### src/rtl/bram_master_pkg.sv
// Shared constants for the block-RAM burst master: FSM encodings and read-FIFO sizing.
package bram_master_pkg;

    localparam int RD_FIFO_DEPTH = 4;

    localparam logic [1:0] ST_IDLE     = 2'd0;
    localparam logic [1:0] ST_WRITE    = 2'd1;
    localparam logic [1:0] ST_READ     = 2'd2;
    localparam logic [1:0] ST_RD_DRAIN = 2'd3;

endpackage

### src/rtl/bram_rd_fifo.sv
// Small synchronous FIFO that absorbs the RAM read latency so rd_ready backpressure never drops data.
module bram_rd_fifo
    import bram_master_pkg::*;
#(
    parameter int DATA_WIDTH = 8
) (
    input  logic                  clk,
    input  logic                  rst_n,
    input  logic                  push,
    input  logic                  pop,
    input  logic [DATA_WIDTH-1:0] din,
    output logic [DATA_WIDTH-1:0] dout,
    output logic                  empty,
    output logic [2:0]            count
);

    logic [DATA_WIDTH-1:0] mem_r [RD_FIFO_DEPTH];
    logic [1:0]            wr_ptr_r;
    logic [1:0]            rd_ptr_r;
    logic [2:0]            count_r;
    logic                  do_push_s;
    logic                  do_pop_s;

    // Overflow/underflow guards: a push into a full FIFO or a pop from an empty one is dropped.
    assign do_push_s = push && (count_r != 3'(RD_FIFO_DEPTH));
    assign do_pop_s  = pop && (count_r != 3'd0);

    // Storage array; contents need no reset because count gates visibility.
    always_ff @(posedge clk) begin
        if (do_push_s) begin
            mem_r[wr_ptr_r] <= din;
        end
    end

    // Pointer and occupancy tracking.
    always_ff @(posedge clk or negedge rst_n) begin
        if (!rst_n) begin
            wr_ptr_r <= 2'd0;
            rd_ptr_r <= 2'd0;
            count_r  <= 3'd0;
        end else begin
            if (do_push_s) begin
                wr_ptr_r <= wr_ptr_r + 2'd1;
            end
            if (do_pop_s) begin
                rd_ptr_r <= rd_ptr_r + 2'd1;
            end
            case ({do_push_s, do_pop_s})
                2'b10:   count_r <= count_r + 3'd1;
                2'b01:   count_r <= count_r - 3'd1;
                default: count_r <= count_r;
            endcase
        end
    end

    assign dout  = mem_r[rd_ptr_r];
    assign empty = (count_r == 3'd0);
    assign count = count_r;

endmodule

### src/rtl/bram_burst_master.sv
// Burst initiator for a single-port synchronous block RAM: command port in, RAM pins out,
// write data streamed straight through, read data buffered through bram_rd_fifo.
module bram_burst_master
    import bram_master_pkg::*;
#(
    parameter int DATA_WIDTH = 8,
    parameter int ADDR_WIDTH = 8,
    parameter int LEN_WIDTH  = 8
) (
    input  logic                  clk,
    input  logic                  rst_n,
    input  logic                  cmd_valid,
    output logic                  cmd_ready,
    input  logic                  cmd_write,
    input  logic [ADDR_WIDTH-1:0] cmd_addr,
    input  logic [LEN_WIDTH-1:0]  cmd_len,
    input  logic                  wr_valid,
    output logic                  wr_ready,
    input  logic [DATA_WIDTH-1:0] wr_data,
    output logic                  rd_valid,
    input  logic                  rd_ready,
    output logic [DATA_WIDTH-1:0] rd_data,
    output logic [ADDR_WIDTH-1:0] mem_address,
    output logic [DATA_WIDTH-1:0] mem_data_in,
    output logic                  mem_cs,
    output logic                  mem_we,
    input  logic [DATA_WIDTH-1:0] mem_data_out,
    output logic                  busy,
    output logic                  done
);

    logic [1:0]            state_r;
    logic [1:0]            state_nxt_s;
    logic                  done_r;
    logic                  done_nxt_s;
    logic [ADDR_WIDTH-1:0] addr_q;
    logic [LEN_WIDTH-1:0]  remaining_q;
    logic                  inflight_r;
    logic                  last_beat_s;
    logic                  wr_beat_s;
    logic                  issue_s;
    logic                  pop_s;
    logic                  fifo_empty_s;
    logic [2:0]            fifo_count_s;
    logic [2:0]            occupancy_s;
    logic                  drain_done_s;

    // Issue only when every outstanding read is guaranteed a FIFO slot; depends on registers only,
    // so rd_ready never reaches mem_cs combinationally.
    assign occupancy_s  = fifo_count_s + {2'b00, inflight_r};
    assign issue_s      = (state_r == ST_READ) && (occupancy_s < 3'(RD_FIFO_DEPTH));
    assign wr_beat_s    = (state_r == ST_WRITE) && wr_valid;
    assign last_beat_s  = (remaining_q == LEN_WIDTH'(0));
    assign pop_s        = rd_valid && rd_ready;
    // Finish in the cycle of the final pop so done lands in the following cycle.
    assign drain_done_s = !inflight_r &&
                          ((fifo_count_s == 3'd0) || ((fifo_count_s == 3'd1) && pop_s));

    // Next-state and done-pulse decode.
    always_comb begin
        state_nxt_s = state_r;
        done_nxt_s  = 1'b0;
        case (state_r)
            ST_IDLE: begin
                if (cmd_valid) begin
                    state_nxt_s = cmd_write ? ST_WRITE : ST_READ;
                end else begin
                    state_nxt_s = ST_IDLE;
                end
            end
            ST_WRITE: begin
                if (wr_beat_s && last_beat_s) begin
                    state_nxt_s = ST_IDLE;
                    done_nxt_s  = 1'b1;
                end else begin
                    state_nxt_s = ST_WRITE;
                end
            end
            ST_READ: begin
                if (issue_s && last_beat_s) begin
                    state_nxt_s = ST_RD_DRAIN;
                end else begin
                    state_nxt_s = ST_READ;
                end
            end
            ST_RD_DRAIN: begin
                if (drain_done_s) begin
                    state_nxt_s = ST_IDLE;
                    done_nxt_s  = 1'b1;
                end else begin
                    state_nxt_s = ST_RD_DRAIN;
                end
            end
            default: begin
                state_nxt_s = ST_IDLE;
                done_nxt_s  = 1'b0;
            end
        endcase
    end

    // State, done pulse, read-inflight flag, and the address/length counters.
    always_ff @(posedge clk or negedge rst_n) begin
        if (!rst_n) begin
            state_r     <= ST_IDLE;
            done_r      <= 1'b0;
            inflight_r  <= 1'b0;
            addr_q      <= ADDR_WIDTH'(0);
            remaining_q <= LEN_WIDTH'(0);
        end else begin
            state_r    <= state_nxt_s;
            done_r     <= done_nxt_s;
            inflight_r <= issue_s;
            if ((state_r == ST_IDLE) && cmd_valid) begin
                addr_q      <= cmd_addr;
                remaining_q <= cmd_len;
            end else if (wr_beat_s || issue_s) begin
                addr_q      <= addr_q + ADDR_WIDTH'(1);
                remaining_q <= remaining_q - LEN_WIDTH'(1);
            end
        end
    end

    bram_rd_fifo #(
        .DATA_WIDTH (DATA_WIDTH)
    ) u_rd_fifo (
        .clk   (clk),
        .rst_n (rst_n),
        .push  (inflight_r),
        .pop   (pop_s),
        .din   (mem_data_out),
        .dout  (rd_data),
        .empty (fifo_empty_s),
        .count (fifo_count_s)
    );

    assign rd_valid    = !fifo_empty_s;
    assign cmd_ready   = (state_r == ST_IDLE);
    assign busy        = (state_r != ST_IDLE);
    assign wr_ready    = (state_r == ST_WRITE);
    assign done        = done_r;
    assign mem_cs      = wr_beat_s || issue_s;
    assign mem_we      = wr_beat_s;
    assign mem_address = addr_q;
    assign mem_data_in = wr_data;

endmodule
### config.mk
export PLATFORM = sky130hd
export DESIGN_NAME = bram_burst_master
export DESIGN_NICKNAME = d
export VERILOG_FILES = /design/src/rtl/bram_master_pkg.sv /design/src/rtl/bram_rd_fifo.sv /design/src/rtl/bram_burst_master.sv
export SDC_FILE = /design/constraint.sdc
export NUM_CORES = 1
export LEC_CHECK = 0
export BUFFER_PORTS_ARGS = -buffer_cell sky130_fd_sc_hd__buf_2
export CAP_MARGIN = 40
export CORE_MARGIN = 10
export CORE_UTILIZATION = 54
export CTS_CLUSTER_DIAMETER = 30
export DETAILED_ROUTE_END_ITERATION = 12
export GPL_TIMING_DRIVEN = 0
export PLACE_DENSITY = 0.76
export SETUP_SLACK_MARGIN = 0.15
export SLEW_MARGIN = 20
export SYNTH_ARGS = -nofsm -noshare
export SYNTH_HDL_FRONTEND = slang
export SYNTH_SLANG_ARGS = --single-unit
### constraint.sdc
create_clock -name clk -period 2.4 [get_ports clk]
set_clock_uncertainty 0.1 [all_clocks]
set_input_delay 0.36 -clock clk [delete_from_list [all_inputs] [get_ports clk]]
set_output_delay 0.36 -clock clk [all_outputs]
set_load 0.03 [all_outputs]
Word level (Yosys, flattened, before mapping)

Memories as Yosys holds them, arrays and structs flattened.
Cells that the tools add are included.

Add/subtract/negate cells: 7
Order comparisons: 1
Equality and inequality tests: 7
Mux-type cells: 16
Reductions and logical operators: 21

Operators with widths:

| cell                  | count |
|---|---|
| $mux W8               | 4 |
| $logic_and A1 B1 Y1   | 10 |
| $add A8 B1 Y8 const B | 1 |
| $logic_not A8 Y1      | 1 |
| $pmux W2 S4           | 1 |
| $sub A8 B1 Y8 const B | 1 |
| $eq A2 B2 Y1 const B  | 3 |
| $mux W1               | 6 |
| $mux W2               | 3 |
| $pmux W3 S2           | 1 |
| $reduce_bool A2 Y1    | 3 |
| $add A2 B1 Y2 const B | 2 |
| $eq A2 B1 Y1 const B  | 2 |
| $add A3 B1 Y3         | 1 |
| $add A3 B1 Y3 const B | 1 |
| $eq A3 B1 Y1 const B  | 1 |
| $logic_not A3 Y1      | 1 |
| $lt A3 B3 Y1 const B  | 1 |
| $ne A3 B3 Y1 const B  | 1 |
| $reduce_bool A3 Y1    | 1 |
| $sub A3 B1 Y3 const B | 1 |
| $logic_not A1 Y1      | 2 |
| $logic_not A2 Y1      | 1 |
| $logic_or A1 B1 Y1    | 2 |
| $pmux W1 S2           | 1 |

Bits in registers: 27
Memory bits (writable): 32
Input port bits: 38
Output and inout port bits: 31
Logic and storage cells: 61
Memories: 1

Memory list:

| memory          | depth | bits a word | read ports | clocked after memory_dff | write ports | RTL line           | text |
|---|---|---|---|---|---|---|---|
| u_rd_fifo.mem_r | 4     | 8           | 1          | 0                        | 1           | bram_rd_fifo.sv:17 | `logic [DATA_WIDTH-1:0] mem_r [RD_FIFO_DEPTH];` |

Depth between registers and ports, before layout

Depth after elaboration: 8
Gate-level depth with buffers: 8

Modules after synthesis

A second synthesis with hierarchy kept.

Cell total of the unflattened synthesis: 211
Area total of the unflattened synthesis: 2,801.4 um^2

Modules (own cells, without submodules):

| module            | instances | cells an instance | area each (um^2) | sequential area each (um^2) |
|---|---|---|---|---|
| bram_rd_fifo      | 1         | 79                | 1,590.3          | 1,136.1 |
| bram_burst_master | 1         | 132               | 1,211.2          | 500.5 |

Worst setup path after synthesis

OpenSTA, ideal clock, no wires.

Kind: reg-to-reg
Start: register u_rd_fifo.count_r[0], in the netlist u_rd_fifo.count[0]
End: register u_rd_fifo.count_r[2], in the netlist u_rd_fifo.count[2]
Arrival: 1,775 ps
Path slack: 402 ps
Cell stages (with the launch flop): 9
Buffers on the path: 0
Clock period less this slack: 1,998 ps
Path through: dfrtp_1 -> inv_1 -> ha_1 -> nand2b_1 -> and2_1 -> ha_1 -> mux2i_1 -> nor2_1 -> xnor2_1

Longest elaborated chain between the ends: 6
Elaborated cells on any way between the ends: 13
Those cells by class: add/sub (2); eq/ne (3); mux (1); reduce/logical (7)

Ends and longest elaborated chain:

| element                                                  | RTL line                 | text |
|---|---|---|
| start, declared                                          | bram_rd_fifo.sv:20       | `logic [2:0] count_r;` |
| start signal, assigned                                   | bram_rd_fifo.sv:49       | `2'b10: count_r <= count_r + 3'd1;` |
| start signal, assigned                                   | bram_rd_fifo.sv:50       | `2'b01: count_r <= count_r - 3'd1;` |
| start signal, assigned                                   | bram_rd_fifo.sv:51       | `default: count_r <= count_r;` |
| $logic_not A3 Y1 *                                       | bram_rd_fifo.sv:57       | `assign empty = (count_r == 3'd0);` |
| $logic_not A1 Y1 *                                       | bram_burst_master.sv:136 | `assign rd_valid = !fifo_empty_s;` |
| via rd_valid                                             | bram_burst_master.sv:20  | `output logic rd_valid,` |
| $logic_and A1 B1 Y1 *                                    | bram_burst_master.sv:54  | `assign pop_s = rd_valid && rd_ready;` |
| $logic_and A1 B1 Y1 *                                    | bram_rd_fifo.sv:26       | `assign do_pop_s = pop && (count_r != 3'd0);` |
| via u_rd_fifo.do_pop_s                                   | bram_rd_fifo.sv:22       | `logic do_pop_s;` |
| $eq A2 B1 Y1 / $eq A2 B2 Y1 (equally long branches)      | bram_rd_fifo.sv:48       | `case ({do_push_s, do_pop_s})` |
| $pmux W3 S2 / $reduce_bool A2 Y1 (equally long branches) | n/a                      |  |

The timed path passes the listed nets; every way through them passes the cells marked *.
A chain may end at the register's enable or synchronous reset.

Worst setup path after layout

Start: register state_r[1]
End: output mem_we

Longest elaborated chain between the ends: 2

Ends and longest elaborated chain:

| element                | RTL line                 | text |
|---|---|---|
| start, declared        | bram_burst_master.sv:32  | `logic [1:0] state_r;` |
| start signal, assigned | bram_burst_master.sv:110 | `state_r <= state_nxt_s;` |
| $eq A2 B1 Y1           | bram_burst_master.sv:52  | `assign wr_beat_s = (state_r == ST_WRITE) && wr_valid;` |
| $logic_and A1 B1 Y1    | bram_burst_master.sv:52  |  |
| end, declared          | bram_burst_master.sv:26  | `output logic mem_we,` |

No other way between the ends.

==> flow_summary_export.csv <==
group,metric,value,unit
outcome,status,"complete, no violations",
power,clkPwrFrac,20.6,%
setup_path,crit_arrival,1.72,ns
synth,synthFlopType,"edfxtp_1",
synth,synth_edf_count,32,
grt,grt_max_degree,28,
floorplan,io_pins,69,
grt,grt_pass1_wl,12500,um
placed_design,io_buffers,60,
route,vias_per_cell,5.863,
synth,syn_inst,261,
grt,gr-total-overflow,0,
placed_design,dpl.hpwl,5252,um
synth,ys_async_sr_fraction,45.76,%
power,pwr-share-comb,46.8,%
synth,synth_area,0.003162,mm^2
floorplan,rows,27,
route,drt-pass1-iter-count,5,
clock_tree,postCtsSetupBuffers,0,
timing,period_share,90.63,%
power,share_seq_of_total_power,32.6,%
synth,synth.most_common_cell,"edfxtp_1",
route,route.detailed.drc,0,
setup_path,cp_max_fo,10,
synth,yosys-top-cells-count,"edfxtp_1 (32), dfrtp_1 (27), inv_1 (17), nand3_1 (17)",
finish,diodes,0,
floorplan,core,0.005608,mm^2
power,p_total,4.920,mW
timing,fmax,459.7,MHz
placed_design,gp_congestion,0.8576,
synth,synth.distinct_cells,52,
placed_design,place_ws,0.1609,ns
synth,yosysTopAreaCell,"edfxtp_1",
timing,min_period,2.175,ns
synth,synth-seq-area-share,51.76,%
synth,synth_fp_nets,311,
route,dr.first_iter.drc_count,141,
grt,grt_use_total,17.55,%
clock_tree,cts_tree,"built",
timing,slew_violations,0,
synth,synthTopCellsByArea,"edfxtp_1 (30%), dfrtp_1 (21%), mux4_2 (5.7%), ha_1 (4.7%), o2111ai_1 (3.9%)",
timing,max_slew_margin,59.20,%
floorplan,fp.dieW,96.52,um
grt,antenna_found_initial,0,
clock_tree,clock_latency,0.34,ns
setup_path,crit_type,"reg2out",
timing,rsz0062_at_grt,"false",
power,pwr_density_cell,1295,mW/mm^2
route,wirelength,7476,um
floorplan,die_h,96.52,um
grt,grt_pass1_vias,2534,
synth,synth_top_area_share,30.39,%
floorplan,die_area,0.009316,mm^2
power,p_int,2.893,mW
clock_tree,numCtsBuffers,9,
finish,drive_gt1_share,36.39,%
finish,area_growth,20.14,%
timing,postLayoutSetupSlackWorst,0.2249,ns
clock_tree,cts_sinks,59,
synth,yosysWarnings,0,
timing,setup_viol,0,
route,num_vias,2404,
clock_tree,path_clk_slew,0.07,ns
setup_path,worstPathRequired,1.94,ns
synth,avgSynthCellArea,12.11,um^2
finish,fin_nets,383,
clock_tree,cts_max_path_buffers,2,
route,ant_nets,0,
power,p_leak,1.594,nW
run,maxCapViolCount,0,
setup_path,critPathCaptureType,"output port",
setup_path,cp-start-kind,"flip-flop",
clock_tree,htreeDepth,3,
timing,fin_tns_setup,0,ns
placed_design,dpl.cell_count,393,
clock_tree,cts_root_buf,"clkbuf_8",
synth,ys_ff_latch,59,
power,ir_worst_vdd,0.7860,mV
timing,worstMarginPinSlew,0.6121,ns
finish,final_cells,410,
floorplan,initial_core_util,56.38,%
timing,hold_viol,0,
placed_design,post_dp_cell_area,0.003552,mm^2
power,switching_share,41.19,%
route,drt-wirelength-per-cell,18.23,um
finish,fin_area,0.003799,mm^2
worst_hold_path,hold_path.class,"in2reg",
power,p_switching,2.027,mW
-- cell families (layout without fill, tap and decap cells) --
family          after synthesis  after routing  synth area share, %
flops                        59             59                51.76
simple gates                 82             82                15.16
compound gates               54             54                13.22
buf+inv                      39            116                7.439
fa+ha+maj                    12             12                4.749
xor+xnor                      6              6                1.662
mux                           9              9                6.015
-- cell type report --
type,count,area [um^2]
Sequential cell,59,1637
Buffer,22,175.2
Timing Repair Buffer,61,310.3
Fill cell,431,1809
Tap cell,72,90.09
Clock buffer,10,137.6
Clock inverter,6,88.84
Inverter,17,63.81
Multi-Input combinational cell,163,1296
-- worst max-delay path, cell delays in order (launching register included) --
cell,delay (ns)
dfrtp_1,0.37
buf_6,0.14
and3b_2,0.23
buf_6,0.12
buf_2,0.25
buf_2,0.25
-- placed cells by master, fill, tap and decap left out, drive strengths merged, types with 2 or more instances in the layout --
| master | count |
|---|---|
| clkinv | 3 |
| o211ai | 11 |
| bufinv | 2 |
| dfrtp | 27 |
| nand2 | 14 |
| o21a | 3 |
| and2b | 2 |
| clkbuf | 12 |
| a21boi | 4 |
| mux4 | 8 |
| a21oi | 10 |
| nor4 | 4 |
| a22oi | 2 |
| and3 | 4 |
| nand4 | 2 |
| buf | 80 |
| ha | 12 |
| nor3 | 12 |
| and2 | 6 |
| xnor2 | 5 |
| inv | 17 |
| o21ai | 4 |
| o2111ai | 14 |
| nor2 | 9 |
| nor3b | 2 |
| edfxtp | 32 |
| nand3 | 17 |
| or2 | 3 |
-- through the flow --
step	hold WS (ns)	util, %
floorplan	-0.03559	-
global route	0.1201	67.74
detailed placement	0.3147	63.34
CTS	0.1092	67.60
finish	0.1232	67.74
global placement	0.3220	63.34
-- final timing paths --
check / start / end / slack [ns] / depth (start not counted)
worst max register to register: u_rd_fifo.count[0]$_DFFE_PN0P_ / u_rd_fifo.mem_r[1][1]$_DFFE_PP_ / 0.35 / 4
worst max-delay path: state_r[1]$_DFF_PN0_ / mem_we / 0.22 / 5
worst min register to register: remaining_q[7]$_DFFE_PN0P_ / remaining_q[7]$_DFFE_PN0P_ / 0.46 / 3
min in group asynchronous: rst_n / u_rd_fifo.wr_ptr_r[0]$_DFFE_PN0P_ / 0.46 / 2
worst min-delay path: cmd_len[2] / remaining_q[2]$_DFFE_PN0P_ / 0.12 / 3
max in group asynchronous: rst_n / mem_address[1]$_DFFE_PN0P_ / 1.34 / 2
-- power groups by stage --
| stage | Combinational [mW] | Clock, mW | Sequential (mW) |
|---|---|---|---|
| 4_1_cts | 2.31 | 1.03 | 1.60 |
| 3_3_place_gp | 2.22 | 0 | 1.60 |
| 6_report | 2.30 | 1.01 | 1.60 |
| 3_5_place_dp | 2.27 | 0 | 1.61 |
| 5_1_grt | 2.54 | 1.08 | 1.64 |
| 2_1_floorplan | 1.64 | 0 | 1.67 |
-- repair_timing --
action	CTS	global route
endpoints found under the setup margin	7	43
gates resized for setup	2	3
hold buffers	1	0
hold endpoints to repair	27	0
-- layer usage --
layer  track usage, %  wire length, um
met1            22.19             3153
met2            26.50             3438
met3            6.399              747
met4            7.627              137
met5                0                0
-- flip-flops by register name, summed over array words and instances, names as in the netlist --
name	count
u_rd_fifo.wr_ptr_r	2
u_rd_fifo.count	3
inflight_r	1
remaining_q	8
u_rd_fifo.mem_r	32
state_r	2
done	1
u_rd_fifo.rd_ptr_r	2
mem_address	8
(Power assumes the default switching activity.)
